[src/rtl/pulse_stretcher_pkg.sv]
// pulse_stretcher_pkg: channel FSM states and counter sizing helper
package pulse_stretcher_pkg;
  typedef enum logic [1:0] {IDLE, HOLD, GAP} st_e;
  function automatic int cnt_width(input int hold, input int gap);
    return $clog2((hold > gap ? hold : gap) + 1);
  endfunction
endpackage

[src/rtl/pulse_stretcher_if.sv]
// pulse_stretcher_if: strike pulses in, held levels and reject flags out
interface pulse_stretcher_if #(parameter int NUM_CH = 4);
  logic [NUM_CH-1:0] Pulso;
  logic [NUM_CH-1:0] Sostenida;
  logic [NUM_CH-1:0] Perdido;
  logic Activo;
  modport master(output Pulso, input Sostenida, Perdido, Activo);
  modport slave(input Pulso, output Sostenida, Perdido, Activo);
endinterface

[src/rtl/pulse_stretcher_stretch_channel.sv]
// stretch_channel: one IDLE/HOLD/GAP FSM with down-counter; PULSE_STRETCHER_RETRIGGER_EN lets a pulse in HOLD restart the hold
module stretch_channel
  import pulse_stretcher_pkg::*;
#(
  parameter int HOLD_CYCLES = 1000,
  parameter int GAP_CYCLES  = 200
) (
  input  logic Clock,
  input  logic Reset_n,
  input  logic pulso,
  output logic sostenida,
  output logic perdido,
  output logic sost_nxt
);
  localparam int CW = cnt_width(HOLD_CYCLES, GAP_CYCLES);
  localparam logic [CW-1:0] HOLD_LD = CW'(HOLD_CYCLES - 1);
  localparam logic [CW-1:0] GAP_LD = CW'(GAP_CYCLES > 0 ? GAP_CYCLES - 1 : 0);
`ifdef PULSE_STRETCHER_RETRIGGER_EN
  localparam bit RETRIG = 1'b1;
`else
  localparam bit RETRIG = 1'b0;
`endif
  st_e st, st_n;
  logic [CW-1:0] cnt, cnt_n;
  logic lost, reload;
  // next state: a pulse reloads HOLD when retriggering, or when the hold expires with no dead time
  always_comb begin
    st_n = st;
    cnt_n = cnt;
    lost = 1'b0;
    reload = pulso && (RETRIG || (cnt == '0 && GAP_CYCLES == 0));
    case (st)
      IDLE: if (pulso) begin
        st_n = HOLD;
        cnt_n = HOLD_LD;
      end
      HOLD: begin
        lost = pulso && !reload;
        if (reload) cnt_n = HOLD_LD;
        else if (cnt != '0) cnt_n = cnt - 1'b1;
        else if (GAP_CYCLES != 0) begin
          st_n = GAP;
          cnt_n = GAP_LD;
        end
        else st_n = IDLE;
      end
      GAP: begin
        lost = pulso;
        if (cnt != '0) cnt_n = cnt - 1'b1;
        else st_n = IDLE;
      end
      default: st_n = IDLE;
    endcase
    sost_nxt = (st_n == HOLD);
  end
  // state, counter and registered outputs; reset aborts any hold or gap at once
  always_ff @(posedge Clock or negedge Reset_n) begin
    if (!Reset_n) begin
      st <= IDLE;
      cnt <= '0;
      sostenida <= 1'b0;
      perdido <= 1'b0;
    end else begin
      st <= st_n;
      cnt <= cnt_n;
      sostenida <= sost_nxt;
      perdido <= lost;
    end
  end
endmodule

[src/rtl/pulse_stretcher.sv]
// pulse_stretcher: per-channel strike stretcher with dead time; retrigger via PULSE_STRETCHER_RETRIGGER_EN
module pulse_stretcher
  import pulse_stretcher_pkg::*;
#(
  parameter int NUM_CH      = 4,
  parameter int HOLD_CYCLES = 1000,
  parameter int GAP_CYCLES  = 200
) (
  input logic Clock,
  input logic Reset_n,
  pulse_stretcher_if.slave bus
);
  logic [NUM_CH-1:0] sost_nxt;
  genvar i;
  generate
    for (i = 0; i < NUM_CH; i++) begin : g_ch
      stretch_channel #(
        .HOLD_CYCLES(HOLD_CYCLES),
        .GAP_CYCLES (GAP_CYCLES)
      ) u_ch (
        .Clock    (Clock),
        .Reset_n  (Reset_n),
        .pulso    (bus.Pulso[i]),
        .sostenida(bus.Sostenida[i]),
        .perdido  (bus.Perdido[i]),
        .sost_nxt (sost_nxt[i])
      );
    end
  endgenerate
  // Activo registered from next-state so it tracks Sostenida on the same cycle
  always_ff @(posedge Clock or negedge Reset_n) begin
    if (!Reset_n) bus.Activo <= 1'b0;
    else bus.Activo <= |sost_nxt;
  end
endmodule

[src/flat_wrapper.sv]
// flat-port wrapper written by rule: the top's interface ports become plain ports
module pulse_stretcher_flat import pulse_stretcher_pkg::*;
#(
  parameter int NUM_CH      = 4,
  parameter int HOLD_CYCLES = 1000,
  parameter int GAP_CYCLES  = 200
)
  (Clock, Reset_n, bus_Pulso, bus_Sostenida, bus_Perdido, bus_Activo);
  pulse_stretcher_if #(.NUM_CH(NUM_CH)) bus_i ();
  input logic Clock;
  input logic Reset_n;
  input wire logic [$bits(bus_i.Pulso)-1:0] bus_Pulso;
  output wire logic [$bits(bus_i.Sostenida)-1:0] bus_Sostenida;
  output wire logic [$bits(bus_i.Perdido)-1:0] bus_Perdido;
  output wire logic [$bits(bus_i.Activo)-1:0] bus_Activo;
  assign bus_i.Pulso = bus_Pulso;
  assign bus_Sostenida = bus_i.Sostenida;
  assign bus_Perdido = bus_i.Perdido;
  assign bus_Activo = bus_i.Activo;
  pulse_stretcher #(.NUM_CH(NUM_CH), .HOLD_CYCLES(HOLD_CYCLES), .GAP_CYCLES(GAP_CYCLES)) u_core (.Clock(Clock), .Reset_n(Reset_n), .bus(bus_i));
endmodule
[config.mk]
export PLATFORM = sky130hd
export DESIGN_NAME = pulse_stretcher_flat
export DESIGN_NICKNAME = d
export VERILOG_FILES = /design/src/rtl/pulse_stretcher_pkg.sv /design/src/rtl/pulse_stretcher_if.sv /design/src/rtl/pulse_stretcher_stretch_channel.sv /design/src/rtl/pulse_stretcher.sv /design/src/flat_wrapper.sv
export SDC_FILE = /design/constraint.sdc
export NUM_CORES = 1
export LEC_CHECK = 0
export CAP_MARGIN = 30
export CORE_ASPECT_RATIO = 1.4
export CORE_UTILIZATION = 42
export CTS_CLUSTER_DIAMETER = 120
export DETAILED_ROUTE_END_ITERATION = 8
export GPL_TIMING_DRIVEN = 0
export RECOVER_POWER = 25
export SETUP_SLACK_MARGIN = 0.5
export SLEW_MARGIN = 0
export SYNTH_ARGS = -nofsm -noshare
export SYNTH_HDL_FRONTEND = slang
export SYNTH_HIERARCHICAL = 1
export SYNTH_SLANG_ARGS = --single-unit
[constraint.sdc]
create_clock -name Clock -period 4.35 [get_ports Clock]
set_input_delay 0.6525 -clock Clock [delete_from_list [all_inputs] [get_ports Clock]]
set_output_delay 0.6525 -clock Clock [all_outputs]
set_load 0.01 [all_outputs]
==> results.md <==
* Iter 0 DRT Violations at roughly 180
* Fmax at between 0.3 and 0.4 GHz
* Area of the multi-input gates at about 0.0023 sq mm
* Status: completed
* Initial Util at 43.29%
* Mux contribution to synthesized area at under 10%
* Distinct cells, synth at 39
* Global-route wire length before repair at between 15 and 20 mm
* Vias at between 3000 and 4000
* Worst-path clk slew at ~50 ps
* Maximum vdd drop at approximately 0.00021 V
* # IOs at 15
* Largest net degree at the start of global routing at 39
* Antenna-violating nets left at 0
* Cell Pwr Density at roughly 280 mW/mm^2
* Setup TNS at 0 ps
* TritonCTS clock tree: built
* Period utilization at 58.29%
* Setup slack, reg-to-reg at about 1800 ps
* Longest Clk Path Bufs at 2
* Setup violators final at 0
* Synth-to-layout area growth at 15.04%
* Arrival @ worst endpoint at approximately 2700 ps
* Final Hold Vio Count at 0
* CP Launch Type: register
* Synth Register Bits at 57
* Area occupied by registers at approximately 0.0014 sq mm
* Buffer count from post-CTS setup fixing at 0
* Worst setup path startpoint: u_core/g_ch[1].u_ch/cnt[0]
* DRC Markers at 0
* Share of layout cells above drive strength 1 at around 14%
* H-tree levels at 3
* DRT Pass-1 Iters at 5
* Post-Synth Adder-Cell Area at 9.015%
* Vias per cell at a little over 6
* RSZ-0062 raised after global routing: no
* Dpl ws at 1769 ps
* Reg2reg start: u_core/g_ch[1].u_ch/cnt[0]
* Max Cap Violations at 0
* Die Area at roughly 0.0096 sq mm
* Total clock sinks at between 50 and 60
* Die Ht at approximately 120 um
* CTS Buf Count at 9
* Clock root cell: clkbuf_16
* Tot GR Track Use at around 20%
* Post-synthesis net count at around 430
* Routed len/inst at about 17 um
* Critical path type: reg2reg
* CORE AREA at between 0.008 and 0.009 sq mm
* Setup WS post-layout at approximately 1800 ps
* R2R Path End: u_core/bus.Activo
* Vias in the first global route at around 3100
* Num rows at 41
* GP Congestion at approximately 0.9
* Asr flop ratio synth at between 90% and 100%
* Measured slew at the worst slew-check pin at roughly 1200 ps
* # diodes at 0
* Global route overflow at 0
* Fill cells at 829
* Leak at approximately 1.9 nW
* CTS Hold Buffers Added at 0
* DRT Wirelength at a little over 9 mm
* DP Wirelength at 6.453 mm
* Dominant synthesized flop cell: dfrtp_1
* Avg Cell Area, Syn at ~9.9 sq um
* Yosys warnings at 6
* Post-Synth Simple-Gate Area at between 20% and 30%
* Sequential fraction of the synthesis area at a little under two fifths
* EDFF count, synth at 0
* CTS resizes at 0
* Initial antenna violation count at 0
* Worst skew pair latency at between 300 and 400 ps
* Relative slew slack at a little over a fifth
* Final #Nets at 454
* Synth top area share at a little under two fifths
* Compound-gate portion of the synthesized area at between 20% and 30%
* Crit-path max FO at 5
* Synth top area cells: dfrtp_1 37%, ha_1 9.0%, a41oi_1 3.6%
* Post-Synth XOR/XNOR Area at 0%
* Min-delay worst type: in2async
* Max Slew Vio Count at 0
* Crit path capture type: register
* Skew final at around 4.7 ps
* CP required at around 4500 ps
* Synth area leader: dfrtp_1
* Mapped Area at 0.003886 sq mm
* Post-Syn Instances at a little under 400
* Die Wd at between 80 and 90 um
* Period minus WS final at between 2000 and 3000 ps
* R2R cell count at 7
* Largest family of logic cells by synthesized area: compound AO/OA/AOI/OAI gates
* Port Buf Inserts at 14
[layout make-up]
class / count / area share [%]
Multi-Input combinational cell: 293 / 51.33
Buffer: 8 / 0.6717
Inverter: 36 / 3.023
Clock buffer: 10 / 5.346
Timing Repair Buffer: 15 / 3.442
Clock inverter: 6 / 1.287
Tap cell: 107 / 2.995
Sequential cell: 57 / 31.91
[power by group]
group	switching (mW)	total, mW	internal [mW]
clock network	0.245	0.699	0.454
registers	0.000428	0.533	0.533
logic	0.0145	0.0238	0.00927
[Yosys cell counts, drive strengths merged, types with 5 or more instances]
library cell  number
a211oi            16
nand2             12
clkbuf             8
or3                8
mux2               8
inv               36
nor2              32
o21ai             16
a31oi             20
ha                28
o31a              12
o31ai             12
dfrtp             57
o32a               8
nor4              20
a41oi             16
nand3              8
nor3              12
or4                5
[layer usage]
| metal | wire length, um | track usage [%] | vias to the layer above |
|---|---|---|---|
| li1 | - | - | 1596 |
| met1 | 3942 | 23.56 | 1605 |
| met2 | 4593 | 34.97 | 101 |
| met3 | 379 | 4.274 | 13 |
| met4 | 146 | 8.161 | 0 |
| met5 | 0 | 0 | - |
[flip-flops by register name, summed over array words and instances, names as in the netlist]
signal / count
u_core/g_ch.u_ch/cnt: 40
u_core/g_ch.u_ch/sostenida: 4
u_core/g_ch.u_ch/perdido: 4
u_core/g_ch.u_ch/st: 8
u_core/bus.Activo: 1
[how the worst max path moves through the flow]
stage                                       endpoint  slack (ps)
final                              u_core/bus.Activo        1810
after global placement    u_core/g_ch[0].u_ch/cnt[5]         690
after global routing               u_core/bus.Activo        1670
after CTS                          u_core/bus.Activo        1820
after floorplan                    u_core/bus.Activo        2200
after detailed placement           u_core/bus.Activo        1770
[cells by family (layout without fill, tap and decap cells)]
| family | count (synthesis) | after routing |
|---|---|---|
| buffers and inverters | 44 | 75 |
| muxes | 8 | 8 |
| AOI/OAI and AO/OA | 124 | 124 |
| adders and majority gates | 28 | 28 |
| and+or+nand+nor | 133 | 133 |
| DFF | 57 | 57 |
[through the flow]
stage	hold WS [ps]	cell area [sq um]	std cells	utilization, %	power, mW
after floorplan	356.9	3886	394	-	0.5447
after global placement	550.9	4160	515	46.34	0.5655
after detailed placement	557.7	4175	516	46.51	0.5675
after CTS	300.0	4472	532	49.81	1.280
after global routing	591.7	4471	532	49.80	1.310
final	547.0	4471	532	49.80	1.256
[critical path, cell delays in order, from the launching register on]
cell      delay [ps]
dfrtp_1          410
inv_1            100
ha_1             210
nor4b_1          500
nand4_1          170
a221oi_1         360
nor4_1           120
or4_1            530
[layout by cell type (no fill, tap or decap), types with 13 or more instances in the layout]
cell type	n
a31oi_1	20
dfrtp_1	57
clkdlybuf4s50_1	13
a211oi_1	16
ha_1	28
a41oi_1	16
nor2_1	28
inv_1	36
Note: power is estimated with default switching activity, not from simulation.
==> RTL edit: new RTL, config.mk and constraints unchanged <==
The 3 values of `st_e` get a one-hot encoding in 3 bits.
--- a/src/rtl/pulse_stretcher_pkg.sv
+++ b/src/rtl/pulse_stretcher_pkg.sv
@@ -1,5 +1,5 @@
 // pulse_stretcher_pkg: channel FSM states and counter sizing helper
 package pulse_stretcher_pkg;
-  typedef enum logic [1:0] {IDLE, HOLD, GAP} st_e;
+  typedef enum logic [2:0] {IDLE = 3'b001, HOLD = 3'b010, GAP = 3'b100} st_e;
   function automatic int cnt_width(input int hold, input int gap);
     return $clog2((hold > gap ? hold : gap) + 1);
Check against the original RTL: no difference found for any inputs over 10 cycles, from zero or initial values and one cycle with Reset_n low; not proved beyond that.
==> RTL edit against the unedited design <==
Non-clock buffer count is 8 higher; area after synthesis is 10% lower; worst setup slack better by 0.055 ns; largest power group unchanged; critical endpoint unchanged; cell area decreased by 8.5%; sequential cell count up 4; highest routed layer unchanged; routed wire length shrank 19%; power increased by 5.8%; cell count fell by 8.1%.
==> RTL edit: results (changes against the unedited design) <==
Status
  – Status: finished, final reports clean

Global routing
  – Pin count of the biggest net entering global routing: 41 (+5.1%)
  – Antenna violations before repair: 0 (unchanged)
  – First-pass GRT wire length: 12800 µm (-16%)
  – Global Route Usage Sum: 18.9% (-0.94 points)
  – Vias in the first global route: 2735 (-13%)

Clock tree
  – Post-CTS Setup Bufs: 0 (unchanged)
  – CTS Sinks: 61 (+7.0%)
  – Max Root-Sink Buffers: 2 (unchanged)

Final layout
  – Final #Nets: 392 (-14%)
  – Non-Clock Buffer Count: 31 (+35%)
  – Layout clock area frac: 7.65% (+1.0 points)
  – Inverter count: 16 (-56%)
  – Multi-input combinational area share: 44.7% (-6.7 points)
  – Multi-In Gates: 263 (-10%)
  – Layout cell share with drive strength beyond 1: 16.8% (+2.4 points)
  – Post-layout util: 50.5% (+0.71 points)
  – Sequential share of cell area: 37.4% (+5.5 points)
  – Clkbuf count: 13 (+3)
  – Filler Cells Inserted: 751 (-9.4%)
  – Non-clk buf share: 5.60% (+1.5 points)

Die
  – Placeable Area: 8100 µm² (-9.8%)

Synthesis
  – Synth cell count leaders: dfrtp_1, nor2_1, nor3_1
  – Top cells by area, synth: dfrtp_1, mux2i_1, dfstp_2
  – Syn_nets: 366 (-14%)
  – Synth cell types: 57 (+46%)
  – Synth Area in Adders: 1.43% (-7.6 points)
  – Mux contribution to synthesized area: 4.40% (+1.3 points)
  – Mapped Cells: 356 (-9.6%)
  – Synth Area in Compound Gates: 18.1% (-6.0 points)
  – Post-synthesis sequential area ratio: 43.8% (+7.1 points)

Setup path
  – Crit path max fanout: 6 (+1)
  – Critical Path End: u_core/bus.Activo$_DFF_PN0_
  – Worst path arrival time: 2.68 ns (-0.05 ns)
  – R2R Path Start: u_core/g_ch[0].u_ch/cnt[6]$_DFFE_PN0P_
  – R2R Setup Slk: 1.87 ns (+0.05 ns)
  – Worst r2r path cells: 6 (-1)

Timing
  – Final Hold Slack: 0.491 ns (-0.0560 ns)
  – Fmax: 0.403 GHz (+2.2%)
  – Worst-case clock skew: 0.00490 ns (+0.000191 ns)
  – Slew HR: 16.8% (-4.6 points)

Drt
  – Initial DRC count: 141 (-23%)
  – Vias: 2833 (-15%)
  – WL/cell: 15.0 µm (-12%)
  – Vias per Instance: 5.79 (-7.0%)

Hold path
  – Hold path depth: 1

Placed design
  – Pre-CTS setup slack: 1.84 ns (+0.0711 ns)
  – Dpl hpwl: 5140 µm (-20%)
  – RePlAce Congestion: 0.895 (-0.67%)
  – Dpl cells: 473 (-8.3%)
  – Placed Area: 3780 µm² (-9.5%)

Pwr
  – LEAKAGE: 1.61 nW (-15%)
  – IR drop worst, VDD: 0.200 mV (-4.7%)
## RTL edit: cell types whose count changed in the layout (fill, tap and decap cells not counted), sizes merged, moves of 13 or more
cell   delta
or3      +13
ha       -24
a41oi    -16
a21oi    +16
a31oi    -18
inv      -20
nor4     -15
## RTL edit: routing by layer
| layer | track usage, % | vias to the layer above | share of wire [%] |
|---|---|---|---|
| li1 | - | 1399 | - |
| met1 | 23.6 | 1361 | 45 |
| met2 | 30.8 | 64 | 49 |
| met3 | 5.15 | 9 | 4.2 |
| met4 | 7.53 | 0 | 1.4 |
| met5 | 0 | - | 0 |
## RTL edit: where the power goes
part / total [mW] / internal, mW / switching (mW)
Sequential: 0.571 / 0.570 / 0.000437
Clock: 0.735 / 0.489 / 0.246
Combinational: 0.0240 / 0.00914 / 0.0148
## RTL edit: critical path: cells and delay by family, from the launching register on
kind	cells	cell delay, ns
simple gates	4	1.64
flops	1	0.42
buf+inv	1	0.17
compound gates	1	0.12
